<file path="config.mk">
export PLATFORM = sky130hd
export DESIGN_NAME = instr_fetch_unit_flat
export DESIGN_NICKNAME = d
export VERILOG_FILES = /design/src/rtl/instr_fetch_unit_if.sv /design/src/rtl/instr_fetch_unit.sv /design/src/flat_wrapper.sv
export SDC_FILE = /design/constraint.sdc
export NUM_CORES = 1
export LEC_CHECK = 0
export BUFFER_PORTS_ARGS = -buffer_cell sky130_fd_sc_hd__buf_2
export CAP_MARGIN = 40
export CORE_MARGIN = 5
export CORE_UTILIZATION = 52
export CTS_CLUSTER_DIAMETER = 120
export DETAILED_ROUTE_END_ITERATION = 6
export PLACE_DENSITY_LB_ADDON = 0.12
export SLEW_MARGIN = 0
export SYNTH_ARGS = -nofsm -noshare
export SYNTH_HDL_FRONTEND = slang
export SYNTH_SLANG_ARGS = --single-unit
</file>
<file path="constraint.sdc">
create_clock -name clk -period 8.23 [get_ports clk]
set_input_delay 1.2345 -clock clk [delete_from_list [all_inputs] [get_ports clk]]
set_output_delay 1.2345 -clock clk [all_outputs]
set_load 0.05 [all_outputs]
</file>
<file path="src/rtl/instr_fetch_unit_if.sv">
// Fetch-stage bundle: PC handshake, instruction memory req/ack, and decode handshake.
// if_fault exists only when FETCH_ALIGN_CHECK_EN is defined.
interface instr_fetch_unit_if;
  logic [31:0] pc_in;
  logic        pc_valid;
  logic        pc_ready;
  logic        flush;
  logic        imem_req;
  logic [31:0] imem_addr;
  logic        imem_ack;
  logic [31:0] imem_rdata;
  logic        if_valid;
  logic        if_ready;
  logic [31:0] if_instr;
  logic [31:0] if_pc;
`ifdef FETCH_ALIGN_CHECK_EN
  logic        if_fault;
`endif

  modport master (
    input  pc_in, pc_valid, flush, imem_ack, imem_rdata, if_ready,
    output pc_ready, imem_req, imem_addr, if_valid, if_instr, if_pc
`ifdef FETCH_ALIGN_CHECK_EN
    , output if_fault
`endif
  );

  modport slave (
    output pc_in, pc_valid, flush, imem_ack, imem_rdata, if_ready,
    input  pc_ready, imem_req, imem_addr, if_valid, if_instr, if_pc
`ifdef FETCH_ALIGN_CHECK_EN
    , input if_fault
`endif
  );
endinterface

</file>
<file path="src/rtl/instr_fetch_unit.sv">
// Instruction fetch stage: one outstanding imem read, results buffered in a DEPTH-entry FIFO.
// FETCH_ALIGN_CHECK_EN: misaligned PCs skip memory and enqueue a faulting NOP instead.
module instr_fetch_unit #(
  parameter int          DEPTH     = 2,
  parameter logic [31:0] NOP_INSTR = 32'h00000000
) (
  input logic                 clk,
  input logic                 rst_n,
  instr_fetch_unit_if.master  bus
);
  localparam int PW = $clog2(DEPTH);

  typedef enum logic [1:0] {IDLE, REQ, DRAIN} state_t;

  state_t        state, state_next;
  logic [31:0]   pc_mem    [DEPTH];
  logic [31:0]   instr_mem [DEPTH];
  logic [PW-1:0] wptr, rptr;
  logic [PW:0]   count;
  logic [PW+1:0] occ;
  logic [31:0]   addr_q;
  logic [31:0]   push_instr;
  logic          empty, pop, push, push_ack, accept, aligned, space, outstanding;
`ifdef FETCH_ALIGN_CHECK_EN
  logic          fault_mem [DEPTH];
  logic          fault_pending, push_fault;
`endif

  assign empty    = (count == '0);
  assign pop      = !empty && bus.if_ready;
  assign push_ack = (state == REQ) && bus.imem_ack && !bus.flush;

`ifdef FETCH_ALIGN_CHECK_EN
  assign aligned     = (bus.pc_in[1:0] == 2'b00);
  assign push_fault  = fault_pending && !bus.flush;
  assign push        = push_ack || push_fault;
  assign push_instr  = push_fault ? NOP_INSTR : bus.imem_rdata;
  assign outstanding = (state != IDLE) || fault_pending;
`else
  assign aligned     = 1'b1;
  assign push        = push_ack;
  assign push_instr  = bus.imem_rdata;
  assign outstanding = (state != IDLE);
`endif

  // A pop this cycle frees a slot in time for the fetch being accepted now.
  assign occ   = (PW+2)'(count) + (PW+2)'(outstanding) - (PW+2)'(pop);
  assign space = occ < (PW+2)'(DEPTH);

  assign bus.pc_ready = rst_n && !bus.flush && space &&
                        ((state == IDLE) || ((state == REQ) && bus.imem_ack));
  assign accept       = bus.pc_valid && bus.pc_ready;

  assign bus.imem_req  = (state != IDLE);
  assign bus.imem_addr = addr_q;
  assign bus.if_valid  = !empty;
  assign bus.if_instr  = empty ? NOP_INSTR : instr_mem[rptr];
  assign bus.if_pc     = empty ? 32'h0 : pc_mem[rptr];
`ifdef FETCH_ALIGN_CHECK_EN
  assign bus.if_fault  = !empty && fault_mem[rptr];
`endif

  always_ff @(posedge clk or negedge rst_n) begin
    if (!rst_n) state <= IDLE;
    else        state <= state_next;
  end

  // Memory cannot abort a read, so a flush mid-request parks in DRAIN until the ack.
  always_comb begin
    state_next = state;
    case (state)
      IDLE:    if (accept && aligned) state_next = REQ;
      REQ: begin
        if (bus.flush)         state_next = bus.imem_ack ? IDLE : DRAIN;
        else if (bus.imem_ack) state_next = (accept && aligned) ? REQ : IDLE;
      end
      DRAIN:   if (bus.imem_ack) state_next = IDLE;
      default: state_next = IDLE;
    endcase
  end

  always_ff @(posedge clk or negedge rst_n) begin
    if (!rst_n) begin
      addr_q <= 32'h0;
`ifdef FETCH_ALIGN_CHECK_EN
      fault_pending <= 1'b0;
`endif
    end else begin
`ifdef FETCH_ALIGN_CHECK_EN
      fault_pending <= accept && !aligned;
      if (accept) addr_q <= bus.pc_in;
`else
      if (accept) addr_q <= bus.pc_in & 32'hFFFF_FFFC;
`endif
    end
  end

  always_ff @(posedge clk or negedge rst_n) begin
    if (!rst_n) begin
      wptr  <= '0;
      rptr  <= '0;
      count <= '0;
    end else if (bus.flush) begin
      wptr  <= '0;
      rptr  <= '0;
      count <= '0;
    end else begin
      if (push) wptr <= wptr + PW'(1);
      if (pop)  rptr <= rptr + PW'(1);
      count <= count + (PW+1)'(push) - (PW+1)'(pop);
    end
  end

  always_ff @(posedge clk) begin
    if (push) begin
      pc_mem[wptr]    <= addr_q;
      instr_mem[wptr] <= push_instr;
`ifdef FETCH_ALIGN_CHECK_EN
      fault_mem[wptr] <= push_fault;
`endif
    end
  end
endmodule

</file>
<file path="src/flat_wrapper.sv">
// flat-port wrapper written by rule: the top's interface ports become plain ports
module instr_fetch_unit_flat 
#(
  parameter int          DEPTH     = 2,
  parameter logic [31:0] NOP_INSTR = 32'h00000000
)
  (clk, rst_n, bus_pc_in, bus_pc_valid, bus_flush, bus_imem_ack, bus_imem_rdata, bus_if_ready, bus_pc_ready, bus_imem_req, bus_imem_addr, bus_if_valid, bus_if_instr, bus_if_pc);
  instr_fetch_unit_if bus_i ();
  input logic clk;
  input logic rst_n;
  input wire logic [$bits(bus_i.pc_in)-1:0] bus_pc_in;
  input wire logic [$bits(bus_i.pc_valid)-1:0] bus_pc_valid;
  input wire logic [$bits(bus_i.flush)-1:0] bus_flush;
  input wire logic [$bits(bus_i.imem_ack)-1:0] bus_imem_ack;
  input wire logic [$bits(bus_i.imem_rdata)-1:0] bus_imem_rdata;
  input wire logic [$bits(bus_i.if_ready)-1:0] bus_if_ready;
  output wire logic [$bits(bus_i.pc_ready)-1:0] bus_pc_ready;
  output wire logic [$bits(bus_i.imem_req)-1:0] bus_imem_req;
  output wire logic [$bits(bus_i.imem_addr)-1:0] bus_imem_addr;
  output wire logic [$bits(bus_i.if_valid)-1:0] bus_if_valid;
  output wire logic [$bits(bus_i.if_instr)-1:0] bus_if_instr;
  output wire logic [$bits(bus_i.if_pc)-1:0] bus_if_pc;
  assign bus_i.pc_in = bus_pc_in;
  assign bus_i.pc_valid = bus_pc_valid;
  assign bus_i.flush = bus_flush;
  assign bus_i.imem_ack = bus_imem_ack;
  assign bus_i.imem_rdata = bus_imem_rdata;
  assign bus_i.if_ready = bus_if_ready;
  assign bus_pc_ready = bus_i.pc_ready;
  assign bus_imem_req = bus_i.imem_req;
  assign bus_imem_addr = bus_i.imem_addr;
  assign bus_if_valid = bus_i.if_valid;
  assign bus_if_instr = bus_i.if_instr;
  assign bus_if_pc = bus_i.if_pc;
  instr_fetch_unit #(.DEPTH(DEPTH), .NOP_INSTR(NOP_INSTR)) u_core (.clk(clk), .rst_n(rst_n), .bus(bus_i));
endmodule
</file>
==> results of run 1 <==
state kept, by name, summed over array words and instances, names as in the netlist:
| register | count |
|---|---|
| u_core.state | 2 |
| u_core.wptr | 1 |
| u_core.pc_mem | 60 |
| u_core.rptr | 1 |
| u_core.instr_mem | 64 |
| u_core.bus.imem_addr | 30 |
| u_core.count | 2 |
where the power goes:
| group | internal, uW | total (uW) | leakage, uW | switching (uW) |
|---|---|---|---|---|
| clock network | 504 | 797 | 0.000303 | 293 |
| logic | 413 | 1500 | 0.00135 | 1090 |
| registers | 1030 | 1150 | 0.00156 | 124 |
synthesized netlist by cell type:
master | instances | area (um^2)
sky130_fd_sc_hd__buf_4 | 4 | 30.0
sky130_fd_sc_hd__nand2_1 | 5 | 18.8
sky130_fd_sc_hd__xor2_1 | 1 | 8.76
sky130_fd_sc_hd__and4_4 | 1 | 11.3
sky130_fd_sc_hd__mux2_2 | 1 | 11.3
sky130_fd_sc_hd__or3_1 | 1 | 6.26
sky130_fd_sc_hd__buf_2 | 7 | 35.0
sky130_fd_sc_hd__conb_1 | 1 | 3.75
sky130_fd_sc_hd__nor2_1 | 68 | 255
sky130_fd_sc_hd__and2_1 | 1 | 6.26
sky130_fd_sc_hd__or2_2 | 1 | 6.26
sky130_fd_sc_hd__buf_12 | 3 | 60.1
sky130_fd_sc_hd__nand2b_1 | 1 | 6.26
sky130_fd_sc_hd__ha_1 | 3 | 37.5
sky130_fd_sc_hd__mux2_4 | 30 | 450
sky130_fd_sc_hd__a21boi_0 | 1 | 7.51
sky130_fd_sc_hd__clkbuf_1 | 6 | 22.5
sky130_fd_sc_hd__inv_1 | 6 | 22.5
sky130_fd_sc_hd__dfrtp_1 | 36 | 901
sky130_fd_sc_hd__nor2b_1 | 1 | 6.26
sky130_fd_sc_hd__nand3_1 | 1 | 5.00
sky130_fd_sc_hd__fa_1 | 1 | 20.0
sky130_fd_sc_hd__edfxtp_1 | 124 | 3720
sky130_fd_sc_hd__a21oi_1 | 1 | 5.00
sky130_fd_sc_hd__clkbuf_2 | 1 | 5.00
sky130_fd_sc_hd__and3_1 | 1 | 6.26
sky130_fd_sc_hd__xnor2_1 | 2 | 17.5
sky130_fd_sc_hd__nor3_1 | 1 | 5.00
sky130_fd_sc_hd__o21ai_0 | 2 | 10.0
sky130_fd_sc_hd__nor4_1 | 1 | 6.26
sky130_fd_sc_hd__mux2i_1 | 62 | 621
cell type report:
cell class / instances / area (um^2) / share of cell area (%)
Sequential cell: 160 / 4630 / 58.5
Multi-Input combinational cell: 191 / 1560 / 19.7
Timing Repair Buffer: 167 / 893 / 11.3
Clock buffer: 24 / 523 / 6.61
Tap cell: 147 / 184 / 2.33
Clock inverter: 8 / 98.8 / 1.25
Inverter: 6 / 22.5 / 0.285
cells by family after synthesis:
logic type,after synthesis,synth area share [%]
DFF,160,73.0
adders and majority gates,4,0.909
and+or+nand+nor,83,5.36
buffers and inverters,27,2.77
xor gates and xnor gates,3,0.415
muxes,93,17.1
AOI/OAI and AO/OA,4,0.356
other,1,0.0592
layer usage:
layer | share of wire, % | wire (um) | vias up | GRT usage [%]
met5 | 0.11 | 13 | - | 0
met4 | 1.3 | 156 | 2 | 6.94
met3 | 6.7 | 814 | 14 | 5.94
met2 | 51 | 6210 | 119 | 29.9
met1 | 41 | 5000 | 1740 | 20.7
li1 | - | - | 1687 | -
worst reg2reg max path: stages (launching register included):
cell                      delay (ns)
sky130_fd_sc_hd__dfrtp_1        0.47
sky130_fd_sc_hd__o21ai_0        0.34
sky130_fd_sc_hd__inv_1          0.10
sky130_fd_sc_hd__ha_1           0.29
sky130_fd_sc_hd__inv_1          0.08
sky130_fd_sc_hd__nand2_1        0.07
sky130_fd_sc_hd__fa_1           0.39
sky130_fd_sc_hd__xnor2_1        0.28
sky130_fd_sc_hd__and4_4         0.70
sky130_fd_sc_hd__mux2_4         0.38
metrics by stage:
step           area [um^2]  setup WS, ns  instances  util, %
3_5_place_dp          7290          3.84        671     60.9
6_report              7910          3.84        703     66.1
5_1_grt               7910          3.75        703     66.1
2_1_floorplan         6340         0.184        378        -
3_3_place_gp          7220          3.97        668     60.4
4_1_cts               7910          3.82        703     66.1
final timing paths:
| path | start | endpoint | slack [ns] | cells after the start |
|---|---|---|---|---|
| max | bus_if_ready | bus_pc_ready | 3.84 | 11 |
| min in group asynchronous | rst_n | u_core.state[1]$_DFFE_PN0P_ | 0.77 | 1 |
| max in group asynchronous | rst_n | u_core.bus.imem_addr[22]$_DFFE_PN0P_ | 7.00 | 2 |
| max reg2reg | u_core.count[1]$_DFF_PN0_ | u_core.bus.imem_addr[29]$_DFFE_PN0P_ | 5.03 | 9 |
| min | u_core.bus.imem_addr[6]$_DFFE_PN0P_ | u_core.pc_mem[0][4]$_DFFE_PP_ | 0.50 | 0 |
| min reg2reg | u_core.bus.imem_addr[6]$_DFFE_PN0P_ | u_core.pc_mem[0][4]$_DFFE_PP_ | 0.50 | 0 |
==> results.md, run 1 <==
- The number of antenna violations at the first check in global routing came to 1.
- For this block, the via count after detailed routing is about 3600.
- In the layout the commonest cells are sky130_fd_sc_hd__buf_2, sky130_fd_sc_hd__edfxtp_1, sky130_fd_sc_hd__nor2_1.
- Across the run, the number of max-cap violations was 0.
- The horizontal extent of the die is 120 um.
- At the pin with the least slew margin, the transition time is about 0.88 ns.
- The static leakage is 0.00321 uW.
- The per-cell routed wire length is 17.3 um.
- The class of the tightest hold or removal check is register to register.
- The count of buffers from port buffering is 162.
- Compared with the post-synthesis result, the final layout area differs by 24.9%.
- After clock tree synthesis, the flow added hold-fix buffers numbering 0.
- For this run, the total global-route usage over all layers was measured as 17.6%.
- The setup TNS after final layout is 0 ns.
- The floorplan has 40 rows.
- The number of clock buffers added by TritonCTS is 17.
- Entering global routing, the biggest net connects 63 pins.
- In this run the vertical extent of the chip is approximately 120 um.
- The netlist area before placement is approximately 6300 um^2.
- Dividing the synthesized area by the synthesized cell count gives around 17 um^2.
- The number of setup violations in the final report is 0.
- After the last flow step, the layout net total stands at 617.
- In the finished design, the share of the clock period the worst path needs comes to 53.3%.
- During I/O placement, the number of pins put on the boundary was 169.
- The number of clock sinks seen by CTS is 160.
- Routability-driven placement finished with a final weighted congestion of 0.729.
- On the worst path, the slowest cell contributes a delay of around 0.39 ns.
- Counting both buffers and inverters, the worst setup path holds a total of 4.
- The placeable core area is 12000 um^2.
- The number of warnings printed during yosys synthesis is 0.
- The number of violations reported at the end of detailed-routing iteration 0 is about 180.
- The post-detailed-route count of antenna-violating nets is 0.
- The clock tree from TritonCTS is built.
- The startpoint type of the worst setup path is a primary input.
- In this design, the largest share of critical-path delay is due to adder cells.
- Data arrives at the worst endpoint at 3.15 ns.
- Headroom to the max-slew limit came out at 41.4%.
- The register clock-pin slew on the reported worst setup and hold paths is 0.06 ns.
- The worst IR drop on VDD is 316 uV.
- The initial core utilization is 52.9%.
- After detailed routing, the total wire length is between 10 and 15 mm.
- The final count of hold timing violations is 0.
- The clock passes through at most 2 buffers.
- Dividing total power by cell area gives a power density of roughly 440 nW/um^2.
- The number of antenna diodes in the final layout is 0.
- The kind of capture point of the worst setup path is an output pin.
- Once the clock tree was built, the resizer swapped 0 gates to a different size.
- In the final layout, the share of cells above drive strength 1 is 42.3%.
- Synthesis handed over a netlist of approximately 380 instances.
- At the later pin of the worst-skew pair, clock insertion delay measures approximately 0.42 ns.
- The path type of the worst setup path is primary input to output pin.
- Along the worst path, the maximum fanout reaches 3.
- The buffers inserted during post-CTS setup optimization is 0.
- The number of pins exceeding their max-slew limit in the final report is 0.
- The design draws 3450 uW.
- The wire length of the first global-routing pass is 19.2 mm.
- The clock tree synthesis step divided the H-tree into 4 levels.
- The signal on the critical path passes through buf_2 -> o21ai_0 -> inv_1 -> ha_1 -> inv_1 -> nand2_1 -> fa_1 -> xnor2_1 -> nand3_1 -> nor2_1 -> buf_2.
- The most common cell after layout, fill and taps aside is sky130_fd_sc_hd__buf_2.
- Summed over all nets, the half-perimeter wirelength after detailed placement is 8.06 mm.
- The residual DRC count is 0.
- The flow ran to the end, and the final reports show no timing, DRC or antenna violations.
- After filler insertion, the fill cell instance count of the layout stands at about 860.
- The die covers 14500 um^2.
- Hold is met by 0.499 ns.
- The clock root buffer is sky130_fd_sc_hd__clkbuf_16.
- The number of storage elements in the synthesis netlist is 160.
- The highest clock rate is 228 MHz.
- The number of search-and-repair iterations in the first detailed-routing pass is 6.
- The via count of the first global-routing pass came to 3765.
- The worst setup skew after layout is between 0.008 and 0.009 ns.
- For this design, the slowest cell found on the critical path is sky130_fd_sc_hd__fa_1.
- Yosys mapped the design onto 31 distinct sky130hd cell types.
- The global-route congestion overflow total is 0.
- The final critical path time including I/O delays and setup is around 4.4 ns.
- Setup repair after global routing left no endpoint under its margin.
- The sequential share of the synthesized area is between 70% and 80%.
- The critical path required time is 7.00 ns.
- The via density per instance is 5.07.
Power figures use the tool's default switching activity.
==> run 2, diff against run 1 <==
- ABC_AREA: default -> 1
- clock period: 8.23 -> 4.57 ns (I/O delays scaled with it)
==> run 2 against run 1 <==
Setup slack worse by 2.6 ns. Clock power rose by 64%. Count of clock-buffer cells in the layout fell by 2. Combinational power increased by 75%. Wire length increased by 19%. Register-to-register slack lost 3.3 ns. Design area decreased by 1.7%. Sequential share of layout area is 0.99 points higher. Final cell count up 20%. Critical endpoint unchanged.
==> results.md, run 2 <==
- The count of vias placed by the detailed router is 4424.
- The buffers inserted during post-CTS setup optimization is 0.
- The run finished with clean final reports.
- Across the run, the number of max-cap violations was 0.
- The area of all placed cells without fillers is 7770 um^2.
- The number of hold buffers added after CTS was 0.
- The count of non-filler cells in the finished layout is 842.
- Synthesis instantiated 24 different standard cells from the library.
- The global-route congestion overflow total is 0.
- Counting I/O delays and the setup requirement, the final critical path takes 3.37 ns.
- The critical path contains buffers and inverters numbering 2 combined.
- The number of CTS-inserted buffers is 17.
- Yosys attributes the largest share of cell area to sky130_fd_sc_hd__edfxtp_1, sky130_fd_sc_hd__dfrtp_1, sky130_fd_sc_hd__nand2_1.
- In this run, the number of DRC markers left after iteration 0 of detailed routing was 352.
- After filler insertion, the fill cell instance count of the layout stands at between 900 and 1000.
- Setup violations remaining at the end of the flow were counted as 0.
- Data on the critical path arrives at its endpoint at about 2.7 ns.
- Measured against its own limit, the worst slew margin works out to 39.4%.
- The kind of capture point of the worst setup path is an output pin.
- In this design, the stage delay of the slowest critical-path cell is 0.50 ns.
- The via count of the first global-routing pass was 4555.
- The power density over the cells is between 700 and 800 nW/um^2.
- In the synthesized netlist the dominant register cell turns out to be sky130_fd_sc_hd__edfxtp_1.
- The setup TNS after final layout is 0 ns.
- 169 I/O pins were placed.
- The synthesis-to-finish area growth is 23.7%.
- The area share of the largest cell type after synthesis is 59.3%.
- The H-tree generated during clock tree synthesis spans 4 levels.
- For the worst setup path, the data required time is 3.88 ns.
- The path type of the worst setup path is register to output pin.
- The maximum clock insertion buffer count is 2.
- A synthesized cell averages 12.0 um^2.
- The via density per instance is about 5.3.
- The number of storage elements in the synthesis netlist is between 150 and 200.
- The worst setup path is launched from a register.
- The per-cell routed wire length is 17.2 um.
- The count of buffers from port buffering is 162.
- Hold is met by about 0.40 ns.
- Synthesis produced 523 cells.
- The analysis attributes to cell leakage a power of 0.00344 uW.
- 0 antenna diodes ended up in the layout.
- Detailed placement ended at an HPWL of 8.88 mm.
- Once placement finished, the instance area stood at 7230 um^2.
- After detailed placement, the design holds a cell count of 810.
- The detail route stage leaves a number of antenna-violating nets equal to 0.
- The horizontal extent of the die is roughly 120 um.
- The highest clock rate is a little under 300 MHz.
- Global routing used 21.1% of the available tracks.
- Setup repair after global routing left no endpoint under its margin.
- The proportion of synthesized flip-flops having asynchronous set or reset is 22.5%.
- The clock reaches the later pin of the worst-skew pair after 0.42 ns.
- The netlist area before placement is 6280 um^2.
- The initialized floorplan defines 40 standard-cell rows.
- The worst path uses 73.8% of the clock period.
- The register clock-pin slew on the reported worst setup and hold paths is 0.06 ns.
- The number of antenna violations at the first check in global routing is 1.
- The final layout contains routed wiring with a total length of 14.5 mm.
- For this run, the detailed router's first-pass iteration total came to 4.
- The critical path's slowest cell is sky130_fd_sc_hd__fa_1.
- After synthesis, the most frequently instantiated cells are sky130_fd_sc_hd__nand2_1, sky130_fd_sc_hd__edfxtp_1, sky130_fd_sc_hd__a21oi_1.
- TritonCTS built the clock tree.
- The number of gates resized after cts is 0.
- The number of pins exceeding their max-slew limit in the final report is 0.
- The share of the Yosys chip area taken by registers is 73.6%.
- The placeable core area is roughly 12000 um^2.
- Once the floorplan was initialized, standard cells occupied 52.7% of the core.
- The die height is ~120 um.
- The area of the die is 14400 um^2.
- The register with the most flip-flops in the layout has between 60 and 70 of them.
- The class of the tightest hold or removal check is primary input to asynchronous set/reset pin.
- CTS saw 160 sinks.
- For this run, design rule violations remaining after detail routing come to 0.
- Leaving out fill and tap cells, the most frequent cells in the layout are sky130_fd_sc_hd__nand2_1, sky130_fd_sc_hd__buf_2, sky130_fd_sc_hd__edfxtp_1.
- The critical path goes through nor2_4 -> nor2_1 -> ha_1 -> inv_1 -> nand2_1 -> fa_1 -> nand3_1 -> nor2_2 -> and2_1 -> buf_2.
- Ranked by flip-flop count, first place goes to u_core.instr_mem.
- The fraction of layout instances using a drive strength above 1 is 29.1%.
- Of all nets on the critical path, the largest fanout is 5.
- The final count of hold timing violations is 0.
- The worst setup skew after layout is 0.00598 ns.
- For this run, the number of Yosys warnings is 0.
- The share of the core filled with cells in the final layout is 65.3%.
- The wire length of the first global-routing pass is 23.2 mm.
- The clock root buffer is sky130_fd_sc_hd__clkbuf_16.
- The most common cell after layout, fill and taps aside is sky130_fd_sc_hd__nand2_1.
- The congestion estimate from routability-driven global placement came to 0.778.
- sky130_fd_sc_hd__nand2_1 is the most common cell in the netlist.
- The worst IR drop on VDD is 461 uV.
- The final layout contains ~760 nets.
- The largest net degree at the start of global routing is 65.
- The number of enable-type register cells in the synthesized netlist is 124.
- The biggest area contributor in the post-synthesis netlist is sky130_fd_sc_hd__edfxtp_1.
- The largest delay contributor family on the critical path is adder cells.
- At the pin with the least slew margin, the transition time is around 0.91 ns.
run 2: path summary, 6_finish.rpt:
check	from	end	slack, ns	cells after the start
max	u_core.count[1]$_DFF_PN0_	bus_pc_ready	1.20	10
min	rst_n	u_core.bus.imem_addr[14]$_DFFE_PN0P_	0.40	2
min reg2reg	u_core.bus.imem_addr[2]$_DFFE_PN0P_	u_core.pc_mem[1][0]$_DFFE_PP_	0.49	0
max reg2reg	u_core.count[1]$_DFF_PN0_	u_core.bus.imem_addr[26]$_DFFE_PN0P_	1.70	12
max in group asynchronous	rst_n	u_core.rptr$_DFFE_PN0P_	3.79	2
min in group clk	bus_imem_rdata[7]	u_core.instr_mem[1][7]$_DFFE_PP_	0.46	1
run 2: power by group:
group	switching [uW]	leakage (uW)	internal (uW)
Combinational	2110	0.00160	509
Clock	515	0.000263	790
Sequential	149	0.00158	1820
Total	2770	0.00344	3120
run 2: per-stage QoR:
step / power [uW] / setup WS (ns)
after floorplan: 3990 / 0.534
after global placement: 4580 / 1.39
after detailed placement: 4630 / 1.38
after CTS: 5940 / 1.18
after global routing: 6190 / 1.04
final: 5890 / 1.20
run 2: cells by family after synthesis:
kind of cell	share of synthesized area, %
adders and majority gates	0.916
DFF	73.6
buffers and inverters	3.80
xor gates and xnor gates	0.139
and+or+nand+nor	15.9
AOI/OAI and AO/OA	5.58
other	0.0597
run 2: metal layers:
metal / up-vias / track usage [%] / share of wire (%)
li1: 2122 / - / -
met3: 14 / 5.56 / 6.7
met1: 2143 / 25.8 / 40
met4: 2 / 7.87 / 1.2
met5: - / 0 / 0.048
met2: 143 / 36.2 / 52
run 2: worst register-to-register path: stages, from the launching register on:
cell	delay (ns)
sky130_fd_sc_hd__dfrtp_1	0.49
sky130_fd_sc_hd__nor2_4	0.07
sky130_fd_sc_hd__nor2_1	0.17
sky130_fd_sc_hd__ha_1	0.26
sky130_fd_sc_hd__inv_1	0.08
sky130_fd_sc_hd__nand2_1	0.07
sky130_fd_sc_hd__fa_1	0.50
sky130_fd_sc_hd__nand2_1	0.06
sky130_fd_sc_hd__nor2_1	0.13
sky130_fd_sc_hd__nand4_1	0.36
sky130_fd_sc_hd__buf_4	0.41
sky130_fd_sc_hd__nand2_1	0.10
sky130_fd_sc_hd__nand2_1	0.05
run 2: area by class of cell:
cell class	count	area, um^2	area share, %
clock buffer	22	444	5.71
clock inverter	10	93.8	1.21
inverter	13	48.8	0.628
multi-input combinational	318	1450	18.7
sequential	160	4630	59.5
tap	147	184	2.37
timing repair buffer	172	923	11.9
